===== src/rtl/halloween_pkg.sv =====
// Shared opcode constants and sequencer state encoding for the Halloween effect sequencer.
package halloween_pkg;

  localparam logic [3:0] ON        = 4'h0;
  localparam logic [3:0] RESET     = 4'h1;
  localparam logic [3:0] NOOP      = 4'h2;
  localparam logic [3:0] FOG       = 4'h3;
  localparam logic [3:0] GREEN     = 4'h4;
  localparam logic [3:0] PURPLE    = 4'h5;
  localparam logic [3:0] ORANGE    = 4'h6;
  localparam logic [3:0] SCREAMING = 4'h8;
  localparam logic [3:0] CACKLING  = 4'h9;
  localparam logic [3:0] BOO       = 4'hA;
  localparam logic [3:0] WAVEHANDS = 4'hC;
  localparam logic [3:0] MOVEJAW   = 4'hD;

  typedef enum logic [1:0] {
    ST_IDLE  = 2'd0,
    ST_FETCH = 2'd1,
    ST_HOLD  = 2'd2,
    ST_DONE  = 2'd3
  } state_e;

endpackage


===== src/rtl/halloween_sequencer_decoder.sv =====
// 4-to-16 one-hot opcode decode plus the active / no-op / reset classification.
module opcode_decoder
  import halloween_pkg::*;
(
  input  logic [3:0]  opcode_i,
  output logic [15:0] onehot_o,
  output logic        is_active_o,
  output logic        is_nop_o,
  output logic        is_reset_o
);

  always_comb begin
    onehot_o           = '0;
    onehot_o[opcode_i] = 1'b1;
    is_reset_o         = (opcode_i == RESET);
    is_active_o        = 1'b0;
    case (opcode_i)
      FOG, GREEN, PURPLE, ORANGE, SCREAMING, CACKLING, BOO, WAVEHANDS, MOVEJAW:
        is_active_o = 1'b1;
      default: is_active_o = 1'b0;
    endcase
    // ON and the unused encodings fall in with NOOP
    is_nop_o = !is_active_o && !is_reset_o;
  end

endmodule


===== src/rtl/halloween_sequencer.sv =====
// Steps through a packed program of 4-bit opcodes, holding each active effect for a
// fixed number of cycles; all outputs come straight from registers.
module halloween_sequencer
  import halloween_pkg::*;
#(
  parameter  int NUM_SLOTS   = 4,
  parameter  int HOLD_CYCLES = 2,
  parameter  int LOOP        = 0,
  localparam int SW          = $clog2(NUM_SLOTS)
) (
  input  logic                   clk,
  input  logic                   rst,
  input  logic                   prog_valid,
  input  logic [NUM_SLOTS*4-1:0] prog_data,
  output logic                   prog_ready,
  input  logic                   start,
  input  logic                   stop,
  input  logic [SW-1:0]          stride,
  output logic [15:0]            effect,
  output logic                   effect_valid,
  output logic [SW-1:0]          slot,
  output logic                   busy,
  output logic                   done
);

  localparam int CW = (HOLD_CYCLES > 1) ? $clog2(HOLD_CYCLES) : 1;

  state_e                 state_q, state_d, adv_state;
  logic [NUM_SLOTS*4-1:0] program_q, program_d;
  logic                   loaded_q, loaded_d;
  logic [SW-1:0]          stride_q, stride_d;
  logic [SW-1:0]          slot_q, slot_d;
  logic [CW-1:0]          hold_q, hold_d;
  logic [15:0]            effect_q, effect_d;
  logic                   effect_valid_q, effect_valid_d;
  logic                   done_q, done_d;
  logic                   busy_q, busy_d;
  logic                   prog_ready_q, prog_ready_d;
  logic [SW:0]            sum;
  logic [15:0]            onehot;
  logic                   is_active, is_nop, is_reset;

  opcode_decoder u_dec (
    .opcode_i    (program_q[4*slot_q +: 4]),
    .onehot_o    (onehot),
    .is_active_o (is_active),
    .is_nop_o    (is_nop),
    .is_reset_o  (is_reset)
  );

  always_ff @(posedge clk or posedge rst) begin
    if (rst) begin
      state_q        <= ST_IDLE;
      program_q      <= '0;
      loaded_q       <= 1'b0;
      stride_q       <= SW'(1);
      slot_q         <= '0;
      hold_q         <= '0;
      effect_q       <= '0;
      effect_valid_q <= 1'b0;
      done_q         <= 1'b0;
      busy_q         <= 1'b0;
      prog_ready_q   <= 1'b0;
    end else begin
      state_q        <= state_d;
      program_q      <= program_d;
      loaded_q       <= loaded_d;
      stride_q       <= stride_d;
      slot_q         <= slot_d;
      hold_q         <= hold_d;
      effect_q       <= effect_d;
      effect_valid_q <= effect_valid_d;
      done_q         <= done_d;
      busy_q         <= busy_d;
      prog_ready_q   <= prog_ready_d;
    end
  end

  always_comb begin
    state_d   = state_q;
    program_d = program_q;
    loaded_d  = loaded_q;
    stride_d  = stride_q;
    slot_d    = slot_q;
    hold_d    = hold_q;
    // slot counter is exactly SW bits wide, so its carry marks the wrap
    sum       = {1'b0, slot_q} + {1'b0, stride_q};
    adv_state = (sum[SW] && (LOOP == 0)) ? ST_DONE : ST_FETCH;
    if (stop) begin
      state_d = ST_IDLE;
    end else begin
      case (state_q)
        ST_IDLE: begin
          if (prog_valid) begin
            program_d = prog_data;
            loaded_d  = |prog_data;
          end
          if (start && (prog_valid ? |prog_data : loaded_q)) begin
            state_d  = ST_FETCH;
            slot_d   = '0;
            stride_d = (stride == '0) ? SW'(1) : stride;
          end
        end
        ST_FETCH: begin
          if (is_reset) begin
            state_d  = ST_IDLE;
            loaded_d = 1'b0;
          end else if (is_active) begin
            state_d = ST_HOLD;
            hold_d  = CW'(HOLD_CYCLES - 1);
          end else if (is_nop) begin
            state_d = adv_state;
            if (adv_state == ST_FETCH) slot_d = sum[SW-1:0];
          end
        end
        ST_HOLD: begin
          if (hold_q == '0) begin
            state_d = adv_state;
            if (adv_state == ST_FETCH) slot_d = sum[SW-1:0];
          end else begin
            hold_d = hold_q - 1'b1;
          end
        end
        default: state_d = ST_IDLE;
      endcase
    end
  end

  always_comb begin
    effect_d       = '0;
    effect_valid_d = 1'b0;
    busy_d         = (state_d != ST_IDLE);
    prog_ready_d   = (state_d == ST_IDLE);
    done_d         = (state_d == ST_DONE);
    if (state_d == ST_HOLD) begin
      effect_valid_d = 1'b1;
      effect_d       = (state_q == ST_FETCH) ? onehot : effect_q;
    end
  end

  assign prog_ready   = prog_ready_q;
  assign effect       = effect_q;
  assign effect_valid = effect_valid_q;
  assign slot         = slot_q;
  assign busy         = busy_q;
  assign done         = done_q;

endmodule


===== config.mk =====
export PLATFORM = sky130hd
export DESIGN_NAME = halloween_sequencer
export DESIGN_NICKNAME = d
export VERILOG_FILES = /design/src/rtl/halloween_pkg.sv /design/src/rtl/halloween_sequencer_decoder.sv /design/src/rtl/halloween_sequencer.sv
export SDC_FILE = /design/constraint.sdc
export NUM_CORES = 1
export LEC_CHECK = 0
export ABC_AREA = 1
export BUFFER_PORTS_ARGS = -buffer_cell sky130_fd_sc_hd__buf_4
export CAP_MARGIN = 20
export CORE_UTILIZATION = 45
export DETAILED_ROUTE_END_ITERATION = 12
export HOLD_SLACK_MARGIN = 0.06
export PLACE_DENSITY = 0.69
export RECOVER_POWER = 25
export SYNTH_ARGS = -nofsm -noshare
export SYNTH_HDL_FRONTEND = slang
export SYNTH_SLANG_ARGS = --single-unit

===== constraint.sdc =====
create_clock -name clk -period 2.55 [get_ports clk]
set_input_delay 0 -clock clk [delete_from_list [all_inputs] [get_ports clk]]
set_output_delay 0 -clock clk [all_outputs]
set_load 0.01 [all_outputs]

==> results of run 1 <==
[flip-flops by register name, summed over array words and instances (netlist names)]
register	count
effect	16
done	1
effect_valid	1
slot	2
state_q	2
loaded_q	1
stride_q	2
hold_q	1
busy	1
program_q	16
prog_ready	1
[repair_timing]
item / CTS / global route
setup buffers: 0 / 0
hold buffers: 20 / 0
endpoints found under the hold margin: 63 / 0
[routing by layer]
metal  global-route usage, %  share of wire, %
met5                       0                 0
met4                    8.12               1.6
met3                    5.08               3.8
met2                    35.5                48
met1                    25.6                47
[synthesized netlist by cell type]
master     n
dfrtp_1   43
inv_8      1
or2_2      1
clkinv_4   1
nand2_1   65
clkbuf_1   4
nor2_2     9
dfstp_2    1
nor3_1     3
mux2_2     8
fa_1       1
nand3_1   13
nand3_4    1
buf_4      1
o22a_1     1
a22oi_1   12
nand2_2   10
nand3_2    2
inv_2      1
ha_1       5
nand4_1    1
a21oi_1    6
buf_6      1
buf_12     1
nor2_1    26
inv_1     29
nor2_4     1
o211ai_1   1
a32oi_1    1
o21ai_0   18
[cell type report]
cell class                 instances  area share [%]
inverter                          32            4.48
tap                               67            2.83
timing repair buffer              68            18.3
clock buffer                       5            2.32
clock inverter                     3           0.802
multi-input combinational        185            34.1
sequential                        44            37.2
[critical path, delay by kind of cell, from the launching register on]
kind,cells,cell delay (ns)
AOI/OAI and AO/OA,1,0.08
and+or+nand+nor,4,0.53
DFF,1,0.67
buffers and inverters,3,0.17
adders and majority gates,2,0.63
[power by group]
group	total (mW)	switching, mW	leakage [nW]	internal (mW)
registers	1.07	0.160	0.568	0.910
clock network	0.450	0.256	0.0404	0.194
logic	1.37	0.866	0.860	0.503
[worst paths after layout]
| kind | from | end | slack (ns) | cells past startpoint |
|---|---|---|---|---|
| min | prog_valid | loaded_q$_DFFE_PP0P_ | 0.11 | 4 |
| min in group asynchronous | rst | hold_q$_DFFE_PP0P_ | 0.17 | 3 |
| min reg2reg | program_q[2]$_DFFE_PP0P_ | program_q[2]$_DFFE_PP0P_ | 0.50 | 2 |
| max reg2reg | slot[0]$_DFFE_PP0P_ | effect[13]$_DFFE_PP0P_ | 0.40 | 10 |
| max | slot[0]$_DFFE_PP0P_ | effect[13]$_DFFE_PP0P_ | 0.40 | 10 |
| max in group asynchronous | rst | effect[3]$_DFFE_PP0P_ | 1.26 | 4 |
[metrics by stage]
step / cell area (µm²) / instances / hold slack [ns] / setup WS, ns
CTS: 2980 / 404 / 0.110 / 0.381
detailed placement: 2690 / 376 / -0.0461 / 0.405
floorplan: 2300 / 268 / 0.141 / 0.749
global placement: 2690 / 376 / -0.0477 / 0.494
global route: 2960 / 404 / 0.144 / 0.200
finish: 2960 / 404 / 0.109 / 0.397
[cells by family after synthesis]
| logic type | count (synthesis) |
|---|---|
| flip-flops | 44 |
| multiplexers | 8 |
| AND/OR/NAND/NOR | 132 |
| buffers and inverters | 39 |
| AO/OA/AOI/OAI | 39 |
| adder cells (fa/ha/maj) | 6 |
==> impl_metrics.toml, run 1 <==
[timing]
max_freq_ghz = 0.465
worstMarginPinSlew_ns = 0.924
hold_violations = 0
max_slew_margin_pct = 38.4
min_period_over_period_pct = 84.4
skew_ns = 0.00781
period_needed_ns = 2.15
tns_ns = 0
drv_slew = 0
rsz0062_at_grt = "false"
setup_violations = 0

[clock_tree]
cts_resized = 0
cts.clk_slew.worst_paths_ns = 0.09
clk_latency_ns = 0.31
h-tree-depth = 2
cts_made_buffers = 5
cts.sink_count = 44
cts_root_buffer = "clkbuf_8"
cts_buffer_depth = 2
cts_tree = "done"

[synthesis]
syn_area_per_cell_um2 = 8.58
yosys.area_share.simple_pct = 26.2
netlist_area_um2 = 2300
synth.ff_latch_count = 44
ys_seq_area_share_pct = 48.0
synth_xor_xnor_area_share_pct = 0
synth_top_family_by_area = "simple AND/OR/NAND/NOR gates"
synth_compound_area_share_pct = 10.2
synthMuxAreaShare_pct = 3.92
synthCells = 268
synth_top_cell_by_area = "dfrtp_1"
yosysUniqueCellTypes = 30
synthAdderAreaFrac_pct = 3.59
synth_top_area_share_pct = 46.8
synthesis.nets = 297
yosys_warnings = 0
synthTopCellsByArea = "dfrtp_1 (47%), nand2_1 (11%), inv_1 (4.7%)"

[worst_setup_path]
crit_path_max_incr_delay_ns = 0.67
critPathKind = "reg -> reg"
startpoint_type = "register"
required_ns = 2.78
cp_max_fo = 17
arrival_ns = 2.39
cp_common_cell = "inv_1"
cp-end-kind = "register"
path_cells = "ha_1 -> inv_1 -> fa_1 -> inv_1 -> o21ai_0 -> nand2_1 -> inv_1 -> nand2_2 -> nand3_4 -> nor2_1"
slowest_stage = "dfrtp_1"

[floorplan]
initial_core_util_pct = 47.7
coreArea_um2 = 4820
die_w_um = 73.5
die_h_um = 73.5
pin_count = 45
die_area_um2 = 5400
fp-row-count = 25

[power]
total_leakage_power_nw = 1.47
total_power_mw = 2.89
power_density_nw_per_um2 = 975
ir_worst_vdd_v = 0.000517

[global_routing]
grt_max_degree = 22
antenna_found_initial = 0
grt_usage_pct = 20.9
grt_pass1_wl_mm = 8.49
grt_pass1_vias = 1983
grt_overflow = 0

[routing]
wire_per_inst_um = 12.4
vias = 1935
wirelength_mm = 5.01
avgViaCountPerCell = 4.79
antenna_left = 0
drc = 0
drt_iter0_drc = 103
dr.pass1.iters = 6

[place]
dp_hpwl_mm = 3.71
io_buffers = 44
gp_congestion = 0.902

[layout]
area_delta_synth_final_pct = 28.9
multi_input_area_um2 = 1010
fillerInstances = 451
layout_common_cells = "nand2_1 (65), dfrtp_1 (43), buf_4 (42), inv_1 (29), nor2_1 (26)"
drive_above_1_share_pct = 25.8
final_nets = 365
num_antenna_cells = 0
seqCellArea_um2 = 1100
final_common_cell = "nand2_1"
utilization_pct = 61.5

[flow_run]
maxCapViolations = 0

[worst_hold_path]
hold_path_class = "in -> reg"

[status]
status = "completed"
(Power assumes the default switching activity.)
==> inputs of run 2 (changes only) <==
Clock period 2.55 ns to 2 ns, I/O delays scaled along.
==> impl_metrics.toml, run 2 (same netlist as run 1, synthesis figures left out) <==
[clock_tree]
cts_root_buffer = "clkbuf_8"
h-tree-depth = 2
cts.sink_count = 44
clk_latency_ns = 0.29
cts_tree = "done"
cts_buffer_depth = 2
cts_made_buffers = 5
cts.clk_slew.worst_paths_ns = 0.08

[layout]
layout.cells.non_filler = 419
final_nets = 380
final_common_cell = "nand2_1"
area_delta_synth_final_pct = 39.2
utilization_pct = 66.4
num_antenna_cells = 0
fillerInstances = 423
layout_common_cells = "nand2_1 (50), dfrtp_1 (41), buf_4 (36), inv_1 (29), nor2_1 (23)"
drive_above_1_share_pct = 31.8

[routing]
vias = 2098
wirelength_mm = 5.68
wire_per_inst_um = 13.6
drc = 0
drt_iter0_drc = 147
antenna_left = 0
dr.pass1.iters = 4
avgViaCountPerCell = 5.01

[worst_hold_path]
hold_path_class = "in -> reg"
min_from = "prog_valid"
whs_path_depth = 4
whs_endpoint = "loaded_q$_DFFE_PP0P_"

[global_routing]
grt_overflow = 0
grt_pass1_vias = 1923
grt_use_met3_pct = 3.84
grt_usage_pct = 20.7
grt_max_degree = 45
grt_pass1_wl_mm = 8.45
grtUsageMet1_pct = 26.9
grt-busiest-layer = "met2"
antenna_found_initial = 0
met2_usage_pct = 34.1

[status]
status = "completed"

[place]
dp_hpwl_mm = 3.55
io_buffers = 44
gp_congestion = 0.913
place_inst = 379

[floorplan]
coreArea_um2 = 4820
fp-row-count = 25
initial_core_util_pct = 47.7
pin_count = 45
die_h_um = 73.5
die_w_um = 73.5
die_area_um2 = 5400

[power]
total_leakage_power_nw = 1.52
ir_worst_vdd_v = 0.000896
power_density_nw_per_um2 = 1400

[timing]
worstMarginPinSlew_ns = 1.07
rsz0062_at_grt = "true"
min_period_over_period_pct = 99.4
drv_slew = 0
period_needed_ns = 1.99
max_freq_ghz = 0.503
skew_ns = 0.00528
setup_violations = 0
hold_violations = 0
max_slew_margin_pct = 28.5

[worst_setup_path]
reg2regPathDepth = 15
path_cells = "buf_12 -> inv_8 -> nand2_1 -> nand2_1 -> nand2_1 -> nand2_2 -> nand2_2 -> nand2_1 -> nand2_2 -> nand2_2 -> nand2_2 -> nand2_2 -> nor2_4 -> nand3_4 -> nor2_2"
critPathBufInv = 2
rr_endpoint = "effect[7]$_DFFE_PP0P_"
reg2reg_slack_ns = 0.01
cp_common_cell = "nand2_2"
r2r-start = "slot[0]$_DFFE_PP0P_"
crit_path_max_incr_delay_ns = 0.44
critPathKind = "reg -> reg"
cp_max_fo = 8
crit_family = "simple AND/OR/NAND/NOR gates"
slowest_stage = "dfrtp_2"
cp-end-kind = "register"
required_ns = 2.23
startpoint_type = "register"
arrival_ns = 2.22

[flow_run]
maxCapViolations = 0
## run 2: changes by cell type in the layout (fill, tap and decap cells not counted), sizes merged
| cell | previous run | this run |
|---|---|---|
| buf | 42 | 38 |
| bufinv | 0 | 1 |
| clkbuf | 11 | 30 |
| clkinv | 2 | 1 |
| clkinvlp | 2 | 0 |
| nand3 | 16 | 18 |
## run 2: routing by layer
layer | share of wire (%) | vias up | wire length [µm]
met5 | 0 | - | 0
met2 | 49 | 60 | 2790
met4 | 1.7 | 0 | 96
li1 | - | 1032 | -
met3 | 4.7 | 10 | 267
met1 | 44 | 996 | 2530
## run 2: repair_timing
item                                    CTS  global route
cloned                                    0             3
resized for setup                         1            33
hold endpoints to repair                 63             0
buffers inserted                          0             9
hold buffers                             20             0
endpoints found under the setup margin   16            21
pin swaps                                 0            15
## run 2: worst max path at each step
| stage | startpoint | to | slack, ns | cells after the start |
|---|---|---|---|---|
| finish | slot[0]$_DFFE_PP0P_ | effect[7]$_DFFE_PP0P_ | 0.01 | 15 |
| global route | slot[0]$_DFFE_PP0P_ | effect[0]$_DFFE_PP0P_ | -0.11 | 15 |
| CTS | stride_q[0]$_DFFE_PP1P_ | effect[10]$_DFFE_PP0P_ | 0.03 | 10 |
| detailed placement | slot[1]$_DFFE_PP0P_ | effect[11]$_DFFE_PP0P_ | -0.02 | 9 |
| global placement | slot[1]$_DFFE_PP0P_ | effect[10]$_DFFE_PP0P_ | 0.004 | 9 |
| floorplan | slot[0]$_DFFE_PP0P_ | effect[3]$_DFFE_PP0P_ | 0.20 | 14 |
## run 2: layout make-up
cell class	count	area, µm²	area share [%]
Multi-Input combinational cell	187	1150	35.9
Tap cell	67	83.8	2.62
Inverter	32	133	4.15
Timing Repair Buffer	81	623	19.5
Clock inverter	1	30.0	0.939
Sequential cell	44	1100	34.5
Clock buffer	7	76.3	2.39
## run 2: worst reg2reg max path, delay by kind of cell (launching register included)
kind | cells | cell delay, ns
buffers and inverters | 2 | 0.19
DFF | 1 | 0.44
and+or+nand+nor | 13 | 1.30
## run 2: stage by stage
step / area [µm²] / hold slack [ns] / power [mW] / TNS, ns / setup WS (ns)
final: 3200 / 0.0902 / 4.49 / 0 / 0.0128
after global routing: 3200 / 0.110 / 4.82 / -1.29 / -0.111
after CTS: 3040 / 0.0930 / 3.90 / 0 / 0.0346
after detailed placement: 2740 / 0.186 / 3.19 / -0.0479 / -0.0209
after global placement: 2740 / 0.185 / 3.16 / 0 / 0.00402
after floorplan: 2300 / 0.141 / 2.71 / 0 / 0.199
## run 2: where the power goes
group / switching (mW) / internal, mW / leakage [nW]
Sequential: 0.195 / 1.16 / 0.565
Combinational: 1.48 / 0.987 / 0.900
Clock: 0.292 / 0.374 / 0.0524
==> inputs of run 3 (changes only) <==
Settings changed: SETUP_SLACK_MARGIN set to 0.02.
==> impl_metrics.toml, run 3 (same netlist as run 1, synthesis figures left out) <==
[power]
power_density_nw_per_um2 = 1400
total_leakage_power_nw = 1.52
ir_worst_vdd_v = 0.000902
total_power_mw = 4.49

[flow_run]
maxCapViolations = 0

[layout]
drive_above_1_share_pct = 32.1
area_delta_synth_final_pct = 39.3
fillerInstances = 422
final_nets = 380
layout_common_cells = "nand2_1 (50), dfrtp_1 (41), buf_4 (36), inv_1 (29)"
fin_area_um2 = 3200
final_common_cell = "nand2_1"
num_antenna_cells = 0

[timing]
rsz0062_at_grt = "true"
max_slew_margin_pct = 29.1
max_freq_ghz = 0.504
skew_ns = 0.00512
min_period_over_period_pct = 99.3
worstMarginPinSlew_ns = 1.06
hold_violations = 0
setup_violations = 0
drv_slew = 0
period_needed_ns = 1.99

[status]
status = "completed"

[global_routing]
grt_pass1_wl_mm = 8.45
grt_max_degree = 45
grt_usage_pct = 20.7
antenna_found_initial = 0
grt_pass1_vias = 1923
grt_overflow = 0

[clock_tree]
cts.sink_count = 44
h-tree-depth = 2
cts_made_buffers = 5
cts.clk_slew.worst_paths_ns = 0.08
cts_root_buffer = "clkbuf_8"
cts_buffer_depth = 2
cts_tree = "done"
clk_latency_ns = 0.29

[routing]
drt_iter0_drc = 146
vias = 2094
wire_per_inst_um = 13.5
wirelength_mm = 5.67
dr.pass1.iters = 4
antenna_left = 0
avgViaCountPerCell = 5.00
drc = 0

[worst_setup_path]
rr_endpoint = "effect[7]$_DFFE_PP0P_"
reg2regPathDepth = 15
path_cells = "buf_12 -> inv_8 -> nand2_1 -> nand2_1 -> nand2_1 -> nand2_2 -> nand2_2 -> nand2_1 -> nand2_2 -> nand2_2 -> nand2_2 -> nand2_2 -> nor2_4 -> nand3_4 -> nor2_2"
required_ns = 2.23
cp_common_cell = "nand2_2"
cp_max_fo = 8
reg2reg_slack_ns = 0.01
r2r-start = "slot[0]$_DFFE_PP0P_"
cp-end-kind = "register"
slowest_stage = "dfrtp_2"
startpoint_type = "register"
crit_path_max_incr_delay_ns = 0.44
arrival_ns = 2.21
critPathKind = "reg -> reg"

[floorplan]
coreArea_um2 = 4820
die_h_um = 73.5
die_w_um = 73.5
fp-row-count = 25
initial_core_util_pct = 47.7
pin_count = 45
die_area_um2 = 5400

[worst_hold_path]
whs_path_depth = 4
hold_path_class = "in -> reg"
whs_endpoint = "loaded_q$_DFFE_PP0P_"
min_from = "prog_valid"

[place]
dp_hpwl_mm = 3.55
gp_congestion = 0.913
place_area_um2 = 2740
io_buffers = 44
run 3: metrics by stage:
| stage | cells | setup TNS (ns) | setup slack, ns | hold WS [ns] | utilization [%] |
|---|---|---|---|---|---|
| 2_1_floorplan | 268 | 0 | 0.199 | 0.141 | - |
| 3_3_place_gp | 379 | 0 | 0.00402 | 0.185 | 56.8 |
| 3_5_place_dp | 379 | -0.0479 | -0.0209 | 0.186 | 56.8 |
| 4_1_cts | 407 | 0 | 0.0346 | 0.0930 | 63.2 |
| 5_1_grt | 419 | -1.29 | -0.111 | 0.110 | 66.5 |
| 6_report | 419 | 0 | 0.0145 | 0.0921 | 66.5 |
run 3: cell type report:
class                      count  area, µm²  area share [%]
clock inverter                 1       30.0           0.938
sequential                    44       1100            34.5
tap                           67       83.8            2.62
inverter                      32        133            4.14
timing repair buffer          81        623            19.5
clock buffer                   7       76.3            2.38
multi-input combinational    187       1150            36.0
run 3: where the power goes:
group | internal, mW | switching (mW)
clock network | 0.374 | 0.290
registers | 1.16 | 0.197
logic | 0.987 | 1.48
run 3: worst max path at each step:
stage / end / slack (ns) / startpoint
final: effect[7]$_DFFE_PP0P_ / 0.01 / slot[0]$_DFFE_PP0P_
after floorplan: effect[3]$_DFFE_PP0P_ / 0.20 / slot[0]$_DFFE_PP0P_
after CTS: effect[10]$_DFFE_PP0P_ / 0.03 / stride_q[0]$_DFFE_PP1P_
after detailed placement: effect[11]$_DFFE_PP0P_ / -0.02 / slot[1]$_DFFE_PP0P_
after global routing: effect[0]$_DFFE_PP0P_ / -0.11 / slot[0]$_DFFE_PP0P_
after global placement: effect[10]$_DFFE_PP0P_ / 0.004 / slot[1]$_DFFE_PP0P_
run 3: repair_timing:
item	4_1_cts	5_1_grt
hold buffers	20	0
endpoints found under the setup margin	16	23
pin swaps	0	15
cloned	0	3
buffers inserted	0	9
hold endpoints to repair	63	0
gates resized for setup	1	34
run 3: per-layer routing:
metal,GRT usage [%],part of all wire (%),vias up
met5,0,0,-
met4,8.33,1.7,0
met3,3.84,4.3,10
met2,34.1,49,54
met1,26.9,45,1001
li1,-,-,1029
run 3: critical path: cells and delay by family (launching register included):
kind | cells | cell delay, ns
simple gates | 13 | 1.30
buf+inv | 2 | 0.18
flops | 1 | 0.44
